$ cat config.mk
export PLATFORM = sky130hd
export DESIGN_NAME = pending_encoder32
export DESIGN_NICKNAME = d
export VERILOG_FILES = /design/src/rtl/pending_encoder32.sv
export SDC_FILE = /design/constraint.sdc
export NUM_CORES = 1
export LEC_CHECK = 0
export ABC_AREA = 0
export BUFFER_PORTS_ARGS = -buffer_cell sky130_fd_sc_hd__buf_2
export CAP_MARGIN = 20
export CORE_ASPECT_RATIO = 1.1
export CORE_MARGIN = 2
export CORE_UTILIZATION = 46
export CTS_CLUSTER_SIZE = 8
export DETAILED_ROUTE_END_ITERATION = 10
export PLACE_DENSITY = 0.88
export SETUP_SLACK_MARGIN = 0.15
export SYNTH_ARGS = -nofsm -noshare
export SYNTH_HDL_FRONTEND = slang
export SYNTH_SLANG_ARGS = --single-unit
$ cat constraint.sdc
create_clock -name clk -period 2.6 [get_ports clk]
set_input_delay 0.65 -clock clk [delete_from_list [all_inputs] [get_ports clk]]
set_output_delay 0.65 -clock clk [all_outputs]
set_load 0.1 [all_outputs]
$ cat src/rtl/pending_encoder32.sv
// pending_encoder32: sticky multi-hot request capture, serialised as indices over Valid/Ready.
// Define PENDING_ENCODER32_RR_EN for round-robin instead of fixed (bit 0 first) priority.
module pending_encoder32 #(
    parameter int N    = 32,
    parameter int IDXW = 5
) (
    input  logic            clk,
    input  logic            reset_n,
    input  logic [N-1:0]    In,
    input  logic            Ready,
    input  logic            ClearOvf,
    output logic [IDXW-1:0] Out,
    output logic            Valid,
    output logic [N-1:0]    Pending,
    output logic            Overrun
);
    logic [N-1:0]    pending;
    logic [N-1:0]    clr;
    logic [IDXW-1:0] sel;
    logic            fire;

`ifdef PENDING_ENCODER32_RR_EN
    logic [IDXW-1:0] last;
    logic [IDXW-1:0] base;
    logic [IDXW-1:0] k;
    logic [2*N-1:0]  dbl;

    // Rotate so the search starts at last+1; N is a power of two so index math wraps naturally.
    assign base = last + IDXW'(1);
    assign dbl  = {pending, pending} >> base;

    always_comb begin
        k = '0;
        for (int i = N - 1; i >= 0; i--)
            if (dbl[i]) k = IDXW'(i);
        sel = base + k;
    end

    always_ff @(posedge clk or negedge reset_n)
        if (!reset_n) last <= IDXW'(N - 1);
        else if (fire) last <= Out;
`else
    always_comb begin
        sel = '0;
        for (int i = N - 1; i >= 0; i--)
            if (pending[i]) sel = IDXW'(i);
    end
`endif

    assign Valid   = |pending;
    assign Out     = Valid ? sel : '0;
    assign Pending = pending;
    assign fire    = Valid & Ready;
    assign clr     = fire ? (N'(1) << Out) : '0;

    // New requests win over the clear, and a hit on a bit that stays pending is lost.
    always_ff @(posedge clk or negedge reset_n)
        if (!reset_n) begin
            pending <= '0;
            Overrun <= 1'b0;
        end else begin
            pending <= (pending & ~clr) | In;
            Overrun <= (|(In & pending & ~clr)) | (Overrun & ~ClearOvf);
        end
endmodule

After elaboration in Yosys (flattened, before gate mapping) --
Index checks and enable logic that the tools add are counted.
Storage, ports and cells: input bits 36, memory bits (writable) 0, memories 0, ROM bits 0, latch bits 0, bits in registers 33, output and inout port bits 39
Operators by class: bitwise logic cells 9, shift operators 1, multipliers 0, div/mod/pow operators 0, mux-type cells 34, order comparisons 0, equal/unequal tests 0, reduce and logical (&&, ||, !) cells 2, add/subtract/negate cells 0
Operators by type and width (count):
- two-way mux 5 bit | 33
- AND 32 bit | 3
- OR reduction 32 bit | 2
- two-way mux 32 bit | 1
- inverter 32 bit | 1
- OR 32 bit | 1
- << shifter 1 x 5 -> 32 bit (first input constant) | 1
- AND 1 bit | 2
- inverter 1 bit | 1
- OR 1 bit | 1

Depth between registers and ports, before layout --
Gate-level depths: netlist of the first run.
word-level depth 39, depth in mapped cells 10, depth with buffers taken out 9

Least setup slack after synthesis of the first run --
No wires, ideal clock.
kind register to output, start reg pending[2], in the netlist Pending[2], end out Out[0], data required time 1950 ps, data arrival time 3881 ps, cell stages (with the launch flop) 7, setup slack -1931 ps, cell sequence dfrtp_1 -> clkbuf_1 -> nor4_2 -> and4_1 -> nand2_1 -> nand2b_1 -> a21oi_1
On the way: elaborated cells on any way between the ends 5
RTL lines:
- from (decl) | line 17 | logic [N-1:0] pending;
- from (signal assigned) | line 62 | pending <= (pending & ~clr) | In;
- OR reduction 32 bit | line 50 | assign Valid = |pending;
- net Valid | line 13 | output logic Valid,
- two-way mux 5 bit | line 51 | assign Out = Valid ? sel : '0;
- to (decl) | line 12 | output logic [IDXW-1:0] Out,
The timed path passes the listed nets, and every way through them passes these cells.

Worst setup path after layout of the first run --
start reg pending[8], in the netlist Pending[8], end out Out[0]
On the way: longest elaborated chain between the ends 10, elaborated cells on any way between the ends 11
RTL lines:
- two-way mux 5 bit (9 in series) | line 46 | if (pending[i]) sel = IDXW'(i);
- two-way mux 5 bit * | line 51
Every way passes the cells marked *; elsewhere a longest branch is shown, timed or not.

==> flow_summary.toml, run 1 <==
[sta]
rsz0062_at_grt = "true"
period_needed_ns = 2.93
fin_crit_sh_pct = 113
hold_violations = 0
worst_pin_slew_ns = 0.799
finalSetupViolCount = 11
slew_headroom_pct = 46.7
fin_worst_skew_ns = 0.00514
fin_ws_ns = -0.325
holdWs_ns = 0.441
clock.fmax_mhz = 342
fin_setup_tns_ns = -1.76
finalMaxSlewViolations = 0

[layout]
area_delta_synth_final_pct = 81.7
regArea_um2 = 891
fin_cells = 492
multi_input_area_um2 = 1680
fillers = 258
finalNetCount = 471
drive_above_1_share_pct = 61.0
antennaDiodeCount = 0

[grt]
grt_use_met1_pct = 43.6
met3_usage_pct = 4.73
grt_pass1_vias = 2946
grt_most_used_layer = "met2"
antenna_found_initial = 0
grt_max_degree = 34
use_met2_pct = 62.1
groute.usage.overall_pct = 35.8
overflow = 0
grt_pass1_wl_mm = 15.0

[floorplanning]
fp.dieW_um = 70.3
fp.dieH_um = 76.9
rows = 26
fp.coreArea_um2 = 4650
pin_count = 75
initial_core_util_pct = 47.7
die-area_um2 = 5400

[yosys]
synth_compound_area_share_pct = 29.4
synth_top_family_by_area = "simple AND/OR/NAND/NOR gates"
synthSimpleGateAreaFrac_pct = 31.4
synth_top_cell_area_share_pct = 37.2
ys_seq_elements = 33
synth_cells = 264
synth_ff_type = "dfrtp_1"
syn_avg_cell_area_um2 = 8.41
muxShareOfSynthArea_pct = 0
synth-edff-count = 0
synth_fp_nets = 300
synth_xor_area_share_pct = 0
syn_area_um2 = 2220
synthDistinctLibCells = 54
yosysWarnings = 0
synth_area_leader_cell = "dfrtp_1"
yosys.area_share.adder_pct = 0
ys_seq_area_share_pct = 37.2
synth-async-reset-ratio_pct = 100
ys_top_cells_by_area = "dfrtp_1 37%, nand2_1 6.3%, a21o_1 5.7%, nand2b_1 5.4%, nor2_1 3.4%"

[worst_setup_path]
cp_slowest_stage_delay_ns = 0.50
path_buf_inv = 1
cp-end-kind = "output port"
cp_top_family = "compound AO/OA/AOI/OAI gates"
cp.required_ns = 1.95
startpoint_type = "flop"
cpMaxStageDelayCell = "dfrtp_4"
setup.worst_path.class = "flop to output port"
arrival_ns = 2.28
critPathMaxFanout = 4
path_cells = "or3b_4, a311oi_2, a31o_2, a21bo_4, a21oi_4, buf_12"

[clock_network]
cts-root-buf = "clkbuf_8"
clkTransAtPathRegs_ns = 0.07
clock_latency_ns = 0.29
cts_hold_buf = 0
htreeDepth = 2
numClockSinks = 33
clockBufferDepth = 2
cts_made_buffers = 5
cts_tree = "yes"

[drt]
postRouteAntennaNets = 0
routedWlPerCell_um = 21.3
vias = 3162
drt_iter0_drc = 312
drt_drc_violations_left = 0
routed_wirelength_mm = 10.5
drt-vias-per-instance = 6.43
drtPass1Iterations = 5

[place]
gp_congestion = 0.975
portBuffers = 74
hpwl_mm = 7.06
placed_cells = 455

[power_and_ir_drop]
peakVddDrop_mv = 0.206
power_leakage_uw = 0.00162
power.density_nw_per_um2 = 308

[hold_path]
hp-class = "input pin to asynchronous set/reset pin"

[flow_run]
drv_cap = 0

[run_status]
violations = "negative setup slack"
outcome = "finished with violations"
[what timing repair did]
action | in CTS | in global routing
pin swaps | 13 | 17
resized for setup | 39 | 44
setup endpoints to repair | 25 | 28
endpoints found under the hold margin | 0 | 0
buffers inserted | 9 | 20
[through the flow]
stage                     instance area, µm²  util, %  setup slack, ns  power [µW]
final                                   4040     86.7           -0.325        1240
after global routing                    4040     86.7           -0.368        1270
after CTS                               3700     79.6           -0.261        1220
after detailed placement                3400     73.0           -0.212         711
after global placement                  3400     73.0           -0.130         710
after floorplan                         2430        -           -0.350         621
[worst paths after layout]
| path | from | depth (start not counted) | endpoint | slack [ns] |
|---|---|---|---|---|
| min | reset_n | 1 | Pending[27]$_DFF_PN0_ | 0.44 |
| min reg2reg | Pending[31]$_DFF_PN0_ | 1 | Pending[31]$_DFF_PN0_ | 0.57 |
| max | Pending[8]$_DFF_PN0_ | 6 | Out[0] | -0.33 |
| max in group asynchronous | reset_n | 1 | Pending[18]$_DFF_PN0_ | 1.56 |
| max reg2reg | Pending[18]$_DFF_PN0_ | 8 | Overrun$_DFF_PN0_ | -0.24 |
| min in group clk | In[7] | 2 | Pending[7]$_DFF_PN0_ | 0.55 |
[where the power goes]
group          internal [µW]  total, µW  switching [µW]
sequential               516        517            1.89
clock                    313        514             202
combinational           82.3        211             128
[layout make-up]
type / instances / area share, %
Sequential cell: 33 / 22.1
Clock inverter: 1 / 0.744
Tap cell: 56 / 1.74
Multi-Input combinational cell: 219 / 41.5
Timing Repair Buffer: 166 / 30.6
Clock buffer: 7 / 2.14
Inverter: 10 / 1.18
[worst register-to-register path, stage by stage, from the launching register on]
cell      delay, ns
dfrtp_4        0.48
or4_4          0.54
a211o_1        0.31
or3_4          0.39
a21o_4         0.21
o311a_1        0.30
a311oi_1       0.21
and4_1         0.21
nand3_1        0.07
[layer usage]
layer	routed length, µm	part of all wire [%]
met5	0	0
met4	569	5.4
met3	903	8.6
met2	5270	50
met1	3730	36
[state kept, by name, summed over array words and instances (netlist names)]
register,count
Pending,32
Overrun,1
[kinds of logic after synthesis]
kind of cell	count (synthesis)
AND/OR/NAND/NOR	129
buffers and inverters	12
flip-flops	33
AO/OA/AOI/OAI	90
[cell usage after synthesis, types with 3 or more instances]
library cell / count
and4_1: 3
or3_1: 3
nand2b_1: 19
a21o_1: 17
dfrtp_1: 33
nand2_1: 37
nor2_1: 20
o21ai_0: 13
o21ai_1: 4
a21oi_1: 7
nand3_1: 10
and3_1: 4
o21bai_1: 4
nor3_1: 8
a22oi_1: 3
nor2b_1: 3
o31ai_1: 3
o211ai_1: 5
inv_1: 9
a31oi_1: 9
nor4_1: 8
[cells in the final DEF, fill, tap and decap left out, drive strengths merged, types with 3 or more instances in the layout]
cell and instances:
buf 166, nand2 37, dfrtp 33, nor2 20, nand2b 19, a21o 18, o21ai 17, nand3 10
inv 10, nor4 10, a31oi 9, nor3 8, clkbuf 7, a21oi 7, o211ai 6, o21bai 4
and3 4, or4 4, or3 4, nor2b 3, a22oi 3, o31ai 3, and4 3
Note: power is estimated with default switching activity, not from simulation.
==> run 2, diff against run 1 <==
Settings changed: CORE_UTILIZATION 46 to 30, PLACE_DENSITY 0.88 to 0.65.
==> flow_summary.toml, run 2 (synthesis results as in run 1) <==
[run_status]
outcome = "finished with violations"
violations = "negative setup slack"

[worst_setup_path]
arrival_ns = 2.24
startpoint_type = "flop"
cp.required_ns = 1.95
setup.worst_path.class = "flop to output port"
critPathMaxFanout = 5
cp-end-kind = "output port"

[clock_network]
cts-root-buf = "clkbuf_8"
htreeDepth = 2
clkTransAtPathRegs_ns = 0.07
clock_latency_ns = 0.29
numClockSinks = 33
clockBufferDepth = 2
cts_made_buffers = 5
cts_hold_buf = 0
cts_tree = "yes"

[sta]
worst_pin_slew_ns = 0.783
fin_setup_tns_ns = -1.54
fin_worst_skew_ns = 0.00877
finalSetupViolCount = 15
finalMaxSlewViolations = 0
rsz0062_at_grt = "true"
period_needed_ns = 2.89
fin_crit_sh_pct = 111
slew_headroom_pct = 47.8
fin_ws_ns = -0.288
clock.fmax_mhz = 346
hold_violations = 0

[layout]
final_cell_mix = "69 x buf_4, 68 x buf_2, 25 x nand2_1"
largest_reg_flops = 32
fin_cells = 518
finalNetCount = 468
area_delta_synth_final_pct = 80.6
antennaDiodeCount = 0
drive_above_1_share_pct = 60.3
fillers = 656
final_common_cell = "buf_4"

[floorplanning]
rows = 32
pin_count = 75
die-area_um2 = 8110
fp.dieH_um = 94.2
fp.coreArea_um2 = 7090
fp.dieW_um = 86.0
initial_core_util_pct = 31.3

[flow_run]
drv_cap = 0

[drt]
drt-vias-per-instance = 5.50
vias = 2851
drtPass1Iterations = 4
drt_iter0_drc = 187
routed_wirelength_mm = 9.85
postRouteAntennaNets = 0
routedWlPerCell_um = 19.0
drt_drc_violations_left = 0

[place]
gp_congestion = 0.922
placed_cells = 488
post-place-ws_ns = -0.209
hpwl_mm = 7.53
portBuffers = 74

[grt]
grt_pass1_wl_mm = 15.0
antenna_found_initial = 0
groute.usage.overall_pct = 24.2
grt_pass1_vias = 2788
grt_max_degree = 34
overflow = 0

[power_and_ir_drop]
peakVddDrop_mv = 0.177
power.density_nw_per_um2 = 311
power_leakage_uw = 0.00158

[hold_path]
hp-class = "input pin to asynchronous set/reset pin"
[run 2: changes by cell type in the layout (fill, tap and decap cells not counted), moves of 2 or more]
cell	delta
o21ai_1	+2
o21ai_4	-2
o21ai_0	-3
buf_4	-3
nand2_2	+2
o21ai_2	+3
[run 2: worst max-delay path, stage by stage, from the launching register on]
cell,delay [ns]
dfrtp_4,0.48
buf_6,0.13
or3_4,0.38
a221oi_2,0.20
o21ai_2,0.13
a21bo_4,0.26
a21oi_4,0.17
buf_12,0.19
[run 2: routing by layer]
metal | track usage, % | part of all wire [%]
met1 | 30.3 | 40
met2 | 43.9 | 52
met3 | 3.34 | 6.2
met4 | 5.42 | 2.0
met5 | 0 | 0
[run 2: metrics by stage]
stage / hold slack (ns) / power [µW] / area, µm² / util, %
after global routing: 0.486 / 1290 / 4010 / 56.6
after global placement: 0.556 / 716 / 3450 / 48.7
final: 0.430 / 1250 / 4010 / 56.6
after CTS: 0.458 / 1240 / 3710 / 52.4
after floorplan: 0.354 / 621 / 2430 / -
after detailed placement: 0.573 / 717 / 3450 / 48.7
[run 2: final timing paths]
path	to	from	depth (start not counted)	slack [ns]
hold / removal	Pending[24]$_DFF_PN0_	reset_n	1	0.43
hold reg to reg	Pending[5]$_DFF_PN0_	Pending[5]$_DFF_PN0_	1	0.60
setup / recovery	Out[0]	Pending[18]$_DFF_PN0_	7	-0.29
min in group clk	Pending[1]$_DFF_PN0_	In[1]	2	0.55
max in group asynchronous	Pending[18]$_DFF_PN0_	reset_n	1	1.58
setup reg to reg	Overrun$_DFF_PN0_	Pending[19]$_DFF_PN0_	9	-0.28
[run 2: area by class of cell]
| class | instances | area, µm² | area share, % |
|---|---|---|---|
| multi-input cells | 219 | 1640 | 40.8 |
| repair buffers | 163 | 1220 | 30.3 |
| flip-flops and latches | 33 | 891 | 22.2 |
| well taps | 85 | 106 | 2.65 |
| clock buffers | 7 | 86.3 | 2.15 |
| inverters | 10 | 45.0 | 1.12 |
| clock inverters | 1 | 30.0 | 0.749 |
[run 2: repair_timing]
action                                  4_1_cts  5_1_grt
endpoints found under the setup margin       26       28
gates resized for setup                      29       50
pin swaps                                     6       28
setup buffers                                 4       18
[run 2: where the power goes]
| group | total [µW] | internal, µW | switching, µW | leakage, µW |
|---|---|---|---|---|
| logic | 213 | 87.6 | 126 | 0.00123 |
| registers | 517 | 515 | 2.04 | 0.000286 |
| clock network | 517 | 313 | 205 | 0.0000585 |
==> run 3, diff against run 2 <==
Settings changed: PLACE_DENSITY 0.65 to 0.63.
Clock period 2.6 ns to 3.55 ns, I/O delays scaled along.
==> flow_summary.toml, run 3 (synthesis results as in run 1) <==
[worst_setup_path]
arrival_ns = 2.44
startpoint_type = "flop"
path_buf_inv = 2
critPathMaxFanout = 9
path_cells = "or4_4, and4bb_1, a21oi_1, o211ai_2, inv_2, clkbuf_4"
crit-reg2reg-launch = "Pending[6]$_DFF_PN0_"
cp_top_family = "simple AND/OR/NAND/NOR gates"
cpMaxStageDelayCell = "or4_4"
cp.required_ns = 2.66
cp-startpoint = "Pending[22]$_DFF_PN0_"
cp_slowest_stage_delay_ns = 0.58
cp-end-kind = "output port"
setup.worst_path.class = "flop to output port"

[sta]
rsz0062_at_grt = "true"
clock.fmax_mhz = 300
fin_worst_skew_ns = 0.00459
finalSetupViolCount = 0
slew_headroom_pct = 49.8
fin_crit_sh_pct = 93.8
period_needed_ns = 3.33
hold_violations = 0
worst_pin_slew_ns = 0.753
finalMaxSlewViolations = 0
fin_ws_ns = 0.222

[place]
portBuffers = 74
hpwl_mm = 6.77
gp_congestion = 0.996
post-place-ws_ns = 0.410

[layout]
final_core_util_pct = 41.6
drive_above_1_share_pct = 32.6
area_delta_synth_final_pct = 32.7
final_common_cell = "buf_2"
largest_reg_flops = 32
regArea_um2 = 830
final_cell_mix = "72 x buf_2, 36 x nand2_1, 30 x dfrtp_1"
finalNetCount = 391
fillers = 736
multi_input_area_um2 = 1400
antennaDiodeCount = 0

[floorplanning]
fp.dieW_um = 86.0
rows = 32
die-area_um2 = 8110
fp.coreArea_um2 = 7090
fp.dieH_um = 94.2
pin_count = 75
initial_core_util_pct = 31.3

[clock_network]
clockBufferDepth = 2
cts-root-buf = "clkbuf_8"
clkTransAtPathRegs_ns = 0.07
htreeDepth = 2
postCtsSetupBuffers = 0
cts_made_buffers = 5
numClockSinks = 33
clock_latency_ns = 0.28
cts_tree = "yes"

[drt]
routed_wirelength_mm = 8.54
drt_drc_violations_left = 0
vias = 2506
drt-vias-per-instance = 5.68
drtPass1Iterations = 4
drt_iter0_drc = 165
routedWlPerCell_um = 19.4
postRouteAntennaNets = 0

[hold_path]
min_from = "Pending[21]$_DFF_PN0_"
hp-class = "flop to flop"

[grt]
groute.usage.overall_pct = 21.5
grt_max_degree = 34
grt_pass1_wl_mm = 13.2
antenna_found_initial = 0
grt_pass1_vias = 2452
overflow = 0

[power_and_ir_drop]
peakVddDrop_mv = 0.125
power_leakage_uw = 0.00109
power.density_nw_per_um2 = 279

[flow_run]
drv_cap = 0

[run_status]
outcome = "finished clean"
[run 3: cell types whose count changed in the layout (fill, tap and decap cells not counted), moves of 10 or more]
cell	before	now
buf_4	69	12
nand2_2	11	1
dfrtp_1	1	30
dfrtp_2	22	3
nand2_1	25	36
buf_6	18	1
dfrtp_4	10	0
[run 3: path summary, 6_finish.rpt]
path                                          to  slack (ns)  depth (start not counted)
max                                       Out[1]        0.22                          6
min                        Pending[21]$_DFF_PN0_        0.60                          1
max reg2reg                    Overrun$_DFF_PN0_        0.57                          9
min reg2reg                Pending[21]$_DFF_PN0_        0.60                          1
max in group asynchronous   Pending[2]$_DFF_PN0_        2.35                          1
min in group asynchronous  Pending[25]$_DFF_PN0_        0.67                          1
[run 3: worst reg2reg max path, delay by kind of cell (launching register included)]
kind                   cells  cell delay (ns)
AO/OA/AOI/OAI              2             0.32
flip-flops                 1             0.47
AND/OR/NAND/NOR            6             1.86
buffers and inverters      1             0.21
[run 3: repair_timing]
item                       in CTS  in global routing
resized for setup               2                  3
setup endpoints to repair       2                  3
hold buffers                    0                  0
[run 3: cell type report]
class | instances | area share (%)
sequential | 33 | 28.1
multi-input combinational | 219 | 47.6
timing repair buffer | 86 | 15.9
clock inverter | 1 | 0.170
tap | 85 | 3.61
inverter | 10 | 1.27
clock buffer | 7 | 3.27
[run 3: metrics by stage]
| step | std cells | hold slack [ns] | total power, µW | setup TNS [ns] | area (µm²) |
|---|---|---|---|---|---|
| floorplan | 264 | 0.592 | 450 | -0.0466 | 2270 |
| global placement | 433 | 0.559 | 508 | 0 | 2830 |
| detailed placement | 433 | 0.575 | 507 | 0 | 2830 |
| CTS | 441 | 0.591 | 833 | 0 | 2940 |
| global route | 441 | 0.621 | 853 | 0 | 2950 |
| finish | 441 | 0.598 | 823 | 0 | 2950 |
[run 3: power breakdown]
group / switching (µW) / total [µW] / leakage [µW] / internal, µW
clock network: 146 / 321 / 0.0000542 / 175
registers: 3.18 / 381 / 0.000291 / 378
logic: 80.3 / 121 / 0.000749 / 40.7
[run 3: metal layers]
layer / share of wire (%) / track usage (%) / wire (µm) / vias up
li1: - / - / - / 1181
met1: 43 / 28.7 / 3710 / 1197
met2: 47 / 34.6 / 4030 / 112
met3: 6.8 / 4.13 / 582 / 16
met4: 2.6 / 7.67 / 219 / 0
met5: 0 / 0 / 0 / -
